==> config.mk <==
export PLATFORM = sky130hd
export DESIGN_NAME = systolic_stream_driver
export DESIGN_NICKNAME = d
export VERILOG_FILES = /design/src/rtl/systolic_pkg.sv /design/src/rtl/onehot_counter.sv /design/src/rtl/systolic_stream_driver.sv
export SDC_FILE = /design/constraint.sdc
export NUM_CORES = 1
export LEC_CHECK = 0
export ABC_AREA = 0
export CAP_MARGIN = 25
export CORE_AREA = 2 2 132 134
export DETAILED_ROUTE_END_ITERATION = 6
export DIE_AREA = 0 0 134 136
export GPL_ROUTABILITY_DRIVEN = 0
export PLACE_DENSITY = 0.62
export SYNTH_ARGS = -nofsm -noshare
export SYNTH_HDL_FRONTEND = slang
export SYNTH_HIERARCHICAL = 1
export SYNTH_SLANG_ARGS = --single-unit
export TNS_END_PERCENT = 50
==> constraint.sdc <==
create_clock -name clk_i -period 3.9 [get_ports clk_i]
set_input_delay 0.585 -clock clk_i [delete_from_list [all_inputs] [get_ports clk_i]]
set_output_delay 0.585 -clock clk_i [all_outputs]
set_load 0.005 [all_outputs]
==> src/rtl/systolic_pkg.sv <==
// Shared types and helpers for the systolic array stream front-end.
package systolic_pkg;

  typedef enum logic [4:0] {
    IDLE_S   = 5'b00001,
    LOAD_S   = 5'b00010,
    SETTLE_S = 5'b00100,
    DRAIN_S  = 5'b01000,
    CLEAR_S  = 5'b10000
  } state_e;

  // Counter width for a range of n values, never narrower than one bit.
  function automatic int unsigned idx_width(input int unsigned n);
    return (n <= 1) ? 32'd1 : 32'($clog2(n));
  endfunction

endpackage

==> src/rtl/onehot_counter.sv <==
// Rotating one-hot selector; last_o flags the final position before wrap.
module onehot_counter #(
  parameter int unsigned n_p = 2
) (
  input  logic           clk_i,
  input  logic           reset_i,
  input  logic           clear_i,
  input  logic           adv_i,
  output logic [n_p-1:0] onehot_o,
  output logic           last_o
);

  logic [n_p-1:0] onehot_q;

  always_ff @(posedge clk_i) begin
    if (reset_i || clear_i) begin
      onehot_q <= n_p'(1);
    end else if (adv_i) begin
      onehot_q <= {onehot_q[n_p-2:0], onehot_q[n_p-1]};
    end
  end

  assign onehot_o = onehot_q;
  assign last_o   = onehot_q[n_p-1];

endmodule

==> src/rtl/systolic_stream_driver.sv <==
// Streams operand words into a systolic array, waits for it to settle,
// drains the MAC results in row-major order and clears the array.
module systolic_stream_driver
  import systolic_pkg::*;
#(
  parameter int unsigned width_p        = 32,
  parameter int unsigned array_width_p  = 2,
  parameter int unsigned array_height_p = 2,
  parameter int unsigned depth_p        = 2,
  parameter int unsigned settle_p       = 8
) (
  input  logic                                              clk_i,
  input  logic                                              reset_i,
  input  logic                                              en_i,
  input  logic                                              flush_i,
  input  logic                                              valid_i,
  output logic                                              ready_o,
  input  logic [width_p-1:0]                                data_i,
  output logic                                              valid_o,
  input  logic                                              yumi_i,
  output logic [width_p-1:0]                                data_o,
  output logic                                              busy_o,
  output logic [width_p*array_height_p-1:0]                 row_o,
  output logic [array_height_p-1:0]                         row_valid_o,
  input  logic [array_height_p-1:0]                         row_ready_i,
  output logic [width_p*array_width_p-1:0]                  col_o,
  output logic [array_width_p-1:0]                          col_valid_o,
  input  logic [array_width_p-1:0]                          col_ready_i,
  input  logic [width_p*array_width_p*array_height_p-1:0]   z_i,
  output logic                                              array_reset_o
);

  localparam int unsigned num_lp      = array_width_p * array_height_p;
  localparam int unsigned sel_n_lp    = array_height_p + array_width_p;
  localparam int unsigned step_w_lp   = idx_width(depth_p);
  localparam int unsigned settle_w_lp = idx_width(settle_p);
  localparam int unsigned idx_w_lp    = idx_width(num_lp);

  state_e                 state_q, state_n;
  logic [step_w_lp-1:0]   step_q, step_n;
  logic [settle_w_lp-1:0] settle_q, settle_n;
  logic [idx_w_lp-1:0]    idx_q, idx_n;
  logic [sel_n_lp-1:0]    sel_onehot;
  logic                   sel_last;
  logic                   sel_adv, sel_clr;
  logic                   sel_ready, loading, accept, yumi_ok, live;
  logic [width_p-1:0]     z_arr [num_lp];

  onehot_counter #(.n_p(sel_n_lp)) u_sel (
    .clk_i    (clk_i),
    .reset_i  (reset_i),
    .clear_i  (en_i & sel_clr),
    .adv_i    (en_i & sel_adv),
    .onehot_o (sel_onehot),
    .last_o   (sel_last)
  );

  for (genvar g = 0; g < num_lp; g++) begin : g_z
    assign z_arr[g] = z_i[g*width_p +: width_p];
  end

  // Handshakes are only live on enabled, non-reset cycles.
  assign live      = en_i & ~reset_i;
  assign sel_ready = |(sel_onehot & {col_ready_i, row_ready_i});
  assign loading   = (state_q == IDLE_S) || (state_q == LOAD_S);
  assign ready_o   = live & loading & sel_ready;
  assign accept    = valid_i & ready_o;
  assign {col_valid_o, row_valid_o} = sel_onehot & {sel_n_lp{accept}};
  assign row_o     = {array_height_p{data_i}};
  assign col_o     = {array_width_p{data_i}};

  assign valid_o       = live & (state_q == DRAIN_S);
  assign yumi_ok       = yumi_i & valid_o;
  assign data_o        = (state_q == DRAIN_S) ? z_arr[idx_q] : '0;
  assign busy_o        = (state_q != IDLE_S);
  assign array_reset_o = live & (state_q == CLEAR_S);

  always_ff @(posedge clk_i) begin
    if (reset_i) begin
      state_q  <= IDLE_S;
      step_q   <= '0;
      settle_q <= '0;
      idx_q    <= '0;
    end else if (en_i) begin
      state_q  <= state_n;
      step_q   <= step_n;
      settle_q <= settle_n;
      idx_q    <= idx_n;
    end
  end

  always_comb begin
    state_n  = state_q;
    step_n   = step_q;
    settle_n = settle_q;
    idx_n    = idx_q;
    sel_adv  = 1'b0;
    sel_clr  = 1'b0;
    unique case (state_q)
      IDLE_S, LOAD_S: begin
        if (accept) begin
          sel_adv = 1'b1;
          state_n = LOAD_S;
          if (sel_last) begin
            if (step_q == step_w_lp'(depth_p - 1)) begin
              step_n   = '0;
              settle_n = settle_w_lp'(settle_p - 1);
              state_n  = SETTLE_S;
            end else begin
              step_n = step_q + step_w_lp'(1);
            end
          end
        end
      end
      SETTLE_S: begin
        if (settle_q == '0) begin
          state_n = DRAIN_S;
        end else begin
          settle_n = settle_q - settle_w_lp'(1);
        end
      end
      DRAIN_S: begin
        if (yumi_ok) begin
          if (idx_q == idx_w_lp'(num_lp - 1)) begin
            idx_n   = '0;
            state_n = CLEAR_S;
          end else begin
            idx_n = idx_q + idx_w_lp'(1);
          end
        end
      end
      CLEAR_S: begin
        state_n  = IDLE_S;
        step_n   = '0;
        settle_n = '0;
        idx_n    = '0;
        sel_clr  = 1'b1;
      end
      default: state_n = IDLE_S;
    endcase
    // Abort overrides everything; a handshake completed this cycle is dropped.
    if (flush_i) begin
      state_n  = CLEAR_S;
      step_n   = '0;
      settle_n = '0;
      idx_n    = '0;
      sel_adv  = 1'b0;
      sel_clr  = 1'b1;
    end
  end

endmodule

== Word level (Yosys, flattened, before mapping) ==
Cells that the tools add are included.
Storage, ports and cells
  logic and storage cells: 80
  input port bits: 170
  register bits: 15
Operators by class
  order comparisons: 1
  reduce and logical (&&, ||, !) cells: 12
  mux-type cells: 32
  equality and inequality tests: 14
  bitwise operators: 13
  $add $sub $neg: 3
Operator list (number)
  32-bit two-way mux: 3
  32-bit binary-select mux with 2-bit select: 1
  5-bit two-way mux: 5
  3-bit two-way mux: 7
  3-bit inequality test, second input constant: 5
  5-bit one-hot mux with 3 select lines: 1
  1-bit AND: 9
  1-bit two-way mux: 9
  3-bit one-hot mux with 3 select lines: 1
  4-bit AND: 2
  2-bit two-way mux: 3
  3-bit by 2-bit inequality test with 1-bit output, second input constant: 2
  6-bit AND reduction: 1
  3-bit nonzero test: 2
  5-bit by 1-bit equality test with 1-bit output, second input constant: 1
  5-bit by 2-bit equality test with 1-bit output, second input constant: 1
  5-bit by 3-bit equality test with 1-bit output, second input constant: 1
  5-bit by 4-bit equality test with 1-bit output, second input constant: 1
  5-bit equality test, second input constant: 1
  5-bit by 1-bit inequality test with 1-bit output, second input constant: 1
  5-bit AND reduction: 1
  2-bit one-hot mux with 2 select lines: 1
  4-bit AND reduction: 1
  4-bit nonzero test: 1
  other kinds (13): 14

== Depth between registers and ports, before layout ==
  depth after elaboration: 9
  depth in mapped cells: 7

== Cells and area by module ==
The synthesis kept the hierarchy.
By module, submodules not included
  systolic_stream_driver: times used 1, cells each 309, area each 2831.5 µm²
  onehot_counter: times used 1, cells each 15, area each 155.1 µm²

== Least setup slack after synthesis ==
OpenSTA, ideal clock, no wires.
  path kind: register to output
  from: register idx_q[0]
  to: output data_o[10]
  arrival: 1.669 ns
  path buffers: 2
  cell stages (with the launch flop): 5
  path slack: 1.646 ns
  cell sequence: dfxtp_1 -> clkbuf_1 -> buf_2 -> mux4_2 -> and3_1
On the way
  cells in the longest elaborated chain, start to end: 5
Ends and longest elaborated chain
  start: declaration: line systolic_stream_driver.sv:42  | logic [idx_w_lp-1:0] idx_q, idx_n;
  start signal: assignment: line systolic_stream_driver.sv:88  | idx_q <= idx_n;
  2-bit inverter with 3-bit output (implied by the code): line systolic_stream_driver.sv:74  | assign data_o = (state_q == DRAIN_S) ? z_arr[idx_q] : '0;
  32-bit binary-select mux with 2-bit select: line systolic_stream_driver.sv:74
  32-bit two-way mux (implied by the code) (2 in series): line systolic_stream_driver.sv:74
  32-bit two-way mux: line systolic_stream_driver.sv:74
  end: declaration: line systolic_stream_driver.sv:21  | output logic [width_p-1:0] data_o,
No other way between the ends. The select of a mux whose other input is x is not followed.

== Worst setup path after layout ==
  from: input reset_i
  to: output col_valid_o[0]
On the way
  cells in the longest elaborated chain, start to end: 6
Ends and longest elaborated chain
  start: declaration: line systolic_stream_driver.sv:13  | input logic reset_i,
  1-bit inverter: line systolic_stream_driver.sv:63  | assign live = en_i & ~reset_i;
  1-bit AND: line systolic_stream_driver.sv:63
  1-bit AND (2 in series): line systolic_stream_driver.sv:66  | assign ready_o = live & loading & sel_ready;
  1-bit AND: line systolic_stream_driver.sv:67  | assign accept = valid_i & ready_o;
  4-bit AND: line systolic_stream_driver.sv:68  | assign {col_valid_o, row_valid_o} = sel_onehot & {sel_n_lp{accept}};
  end: declaration: line systolic_stream_driver.sv:27  | output logic [array_width_p-1:0] col_valid_o,
No other way between the ends.

==> flow_summary_export.csv <==
group,metric,value,unit
timing,period_minus_slack,3.03,ns
placement,hpwlAfterDp,8230,um
grt,gr-usage-all-layers,0.112,
critical_path,timing.critical_path.fanout_max,22,
timing,fin_worst_skew,0.00169,ns
logic_synthesis,post_synth_instance_area,2990,um^2
status,outcome,"finished clean",
timing,timing.final.setup_violations,0,
critical_path,crit_path_max_incr_delay,0.50,ns
routing,detail_route.wirelength,10400,um
timing,rsz0062_at_grt,"no",
floorplanning,dieWidth,134,um
logic_synthesis,yosysTopAreaCell,"buf_4",
timing,worst_pin_slew,1.02,ns
timing,final.hold.worst_slack,0.474,ns
grt,grt_overflow,0,
cts,cts_max_path_buffers,2,
finish,fillerInstances,1769,
logic_synthesis,ys_top_cells_by_area,"buf_4, mux4_2, dfxtp_1",
cts,clockRootBuffer,"clkbuf_16",
cts,cts_tree,"yes",
finish,most_common_cell_after_layout_fill_and_taps_aside,"clkdlybuf4s50_1",
floorplanning,io_pins,338,
min_path,hold_path_class,"reg -> reg",
finish,nNetsFinal,535,
cts,post_cts_hold_buffer_count,0,
timing,maxSlewHeadroom,0.316,
run,max_cap_violations,0,
logic_synthesis,synthesis.instances,324,
cts,numClockSinks,15,
routing,routed-via-count,2535,
power,cellPowerDensity,170,nW/um^2
floorplanning,floorplan.die.height,136,um
routing,drt_first_iter_violations,123,
power,worst_ir_drop_on_vdd,0.164,mV
critical_path,cp_data_arrival_time,2.44,ns
logic_synthesis,synth_async_sr_flop_share,0,
critical_path,slowest_stage,"clkdlybuf4s50_1",
finish,post_route_cells_drive_above_1_share,0.155,
timing,slew_viol_final,0,
cts,cts_resized,0,
routing,postRouteAntennaNets,0,
finish,area_delta_synth_final,38.0,%
routing,firstDrtPassIters,4,
placement,standard_cell_area_after_detailed_placement,4040,um^2
cts,cts_post_setup_buffers_inserted,0,
critical_path,worstPathBufferInverterCount,3,
floorplanning,starting_density_of_the_core,0.177,
grt,grt_max_degree,37,
routing,detail_route.drc_violations,0,
critical_path,worst-endpoint-required,3.31,ns
critical_path,worstPathCellList,"clkdlybuf4s50_1 -> buf_4 -> nand3b_1 -> nor3_2 -> and2_1 -> clkdlybuf4s50_1",
power,total_leakage_power,0.00142,uW
grt,grt_antenna_before_repair,1,
logic_synthesis,synth-edff-count,0,
logic_synthesis,synth_top_area_frac,0.324,
cts,worstSkewPairLatency,0.24,ns
logic_synthesis,ys_seq_elements,15,
floorplanning,rows,48,
logic_synthesis,synth_nets,497,
routing,avgRoutedWirePerCell,17.8,um
routing,route.detailed.vias_per_inst,4.32,
floorplanning,design.die.area,18200,um^2
finish,layout_common_cells,"clkdlybuf4s50_1, mux4_2, and3_1",
critical_path,cp-end-kind,"primary output",
cts,numCtsBuffers,3,
timing,fin_setup_tns,0,ns
timing,period_share,0.776,
timing,fmax,330,MHz
critical_path,crit_family,"buffers and inverters",
timing,hold_viol_final,0,
logic_synthesis,yosysSeqAreaShare,0.101,
finish,stdcell_area,4120,um^2
grt,vias_in_the_first_global_route,2772,
placement,port-buffer-count,177,
critical_path,setup.worst_path.start_class,"input port",
logic_synthesis,postSynthAreaPerCell,9.22,um^2
floorplanning,core,16900,um^2
grt,global_route_wire_length_before_repair,16000,um
logic_synthesis,dominant_synthesized_flop_cell,"dfxtp_1",
cts,ctsHtreeMaxLevel,1,
cts,cts.clk_slew.worst_paths,0.05,ns
logic_synthesis,synth_warnings,6,
critical_path,critical_path_class,"in -> out",
critical_path,crit_top_cell,"clkdlybuf4s50_1",
logic_synthesis,netlist_cell_types,50,
==> layer usage <==
metal | wire length, um | track usage
met1 | 4090 | 0.132
met2 | 5070 | 0.187
met3 | 951 | 0.0369
met5 | 0 | 0
met4 | 339 | 0.0467
==> cell usage after synthesis, drive strengths merged (2+ instances only) <==
cell / n
or3: 2
ha: 3
mux4: 32
nand2: 7
nand2b: 4
o21ai: 6
nor2: 5
nand3b: 2
inv: 6
and3: 32
mux2i: 4
nand4b: 2
and2: 4
a211o: 2
buf: 133
a21oi: 7
a31oi: 3
nand3: 8
nor4: 3
nor3: 9
dfxtp: 15
clkbuf: 15
a311oi: 3
==> sequential cells by signal (all words and copies together) (netlist names) <==
name            cells
idx_q               2
u_sel/onehot_o      4
step_q              1
settle_q            3
state_q             5
==> per-stage QoR <==
step                      total power [uW]  std cells  utilization  setup slack, ns
after global routing                   738        587        0.244            0.779
final                                  701        587        0.244            0.874
after CTS                              706        586        0.244            0.866
after floorplan                        424        324            -             1.65
after global placement                 494        582        0.239            0.906
after detailed placement               502        582        0.239            0.890
==> cell type report <==
| type | instances | area (um^2) | share of cell area |
|---|---|---|---|
| Sequential cell | 15 | 303 | 0.0734 |
| Clock buffer | 3 | 75.1 | 0.0182 |
| Inverter | 6 | 22.5 | 0.00546 |
| Antenna cell | 1 | 2.50 | 0.000607 |
| Multi-Input combinational cell | 155 | 1620 | 0.393 |
| Timing Repair Buffer | 181 | 1810 | 0.440 |
| Clock inverter | 1 | 5.00 | 0.00121 |
| Tap cell | 225 | 282 | 0.0683 |
==> worst register-to-register path: cells and delay by family (launching register included) <==
family / cells / cell delay, ns
and+or+nand+nor: 4 / 1.49
muxes: 1 / 0.28
DFF: 1 / 0.54
==> power by group <==
part	leakage, uW	switching [uW]	internal (uW)
clock	0.0000409	65.6	137
sequential	0.000123	16.1	161
combinational	0.00125	111	210
total	0.00142	193	508
==> path summary, 6_finish.rpt <==
kind | endpoint | depth (start not counted) | startpoint | slack [ns]
worst max register to register | u_sel/onehot_o[1]$_SDFFE_PP0P_ | 5 | state_q[3]$_SDFFE_PP0P_ | 1.47
worst min register to register | settle_q[0]$_SDFFE_PP0P_ | 2 | settle_q[0]$_SDFFE_PP0P_ | 0.47
worst min-delay path | settle_q[0]$_SDFFE_PP0P_ | 2 | settle_q[0]$_SDFFE_PP0P_ | 0.47
worst max-delay path | col_valid_o[0] | 6 | reset_i | 0.87
==> logic make-up after synthesis <==
kind of cell / share of synthesized area
adders and majority gates: 0.0126
AOI/OAI and AO/OA: 0.0926
buffers and inverters: 0.357
muxes: 0.255
DFF: 0.101
and+or+nand+nor: 0.177
xor gates and xnor gates: 0.00545
Power figures use the tool's default switching activity.
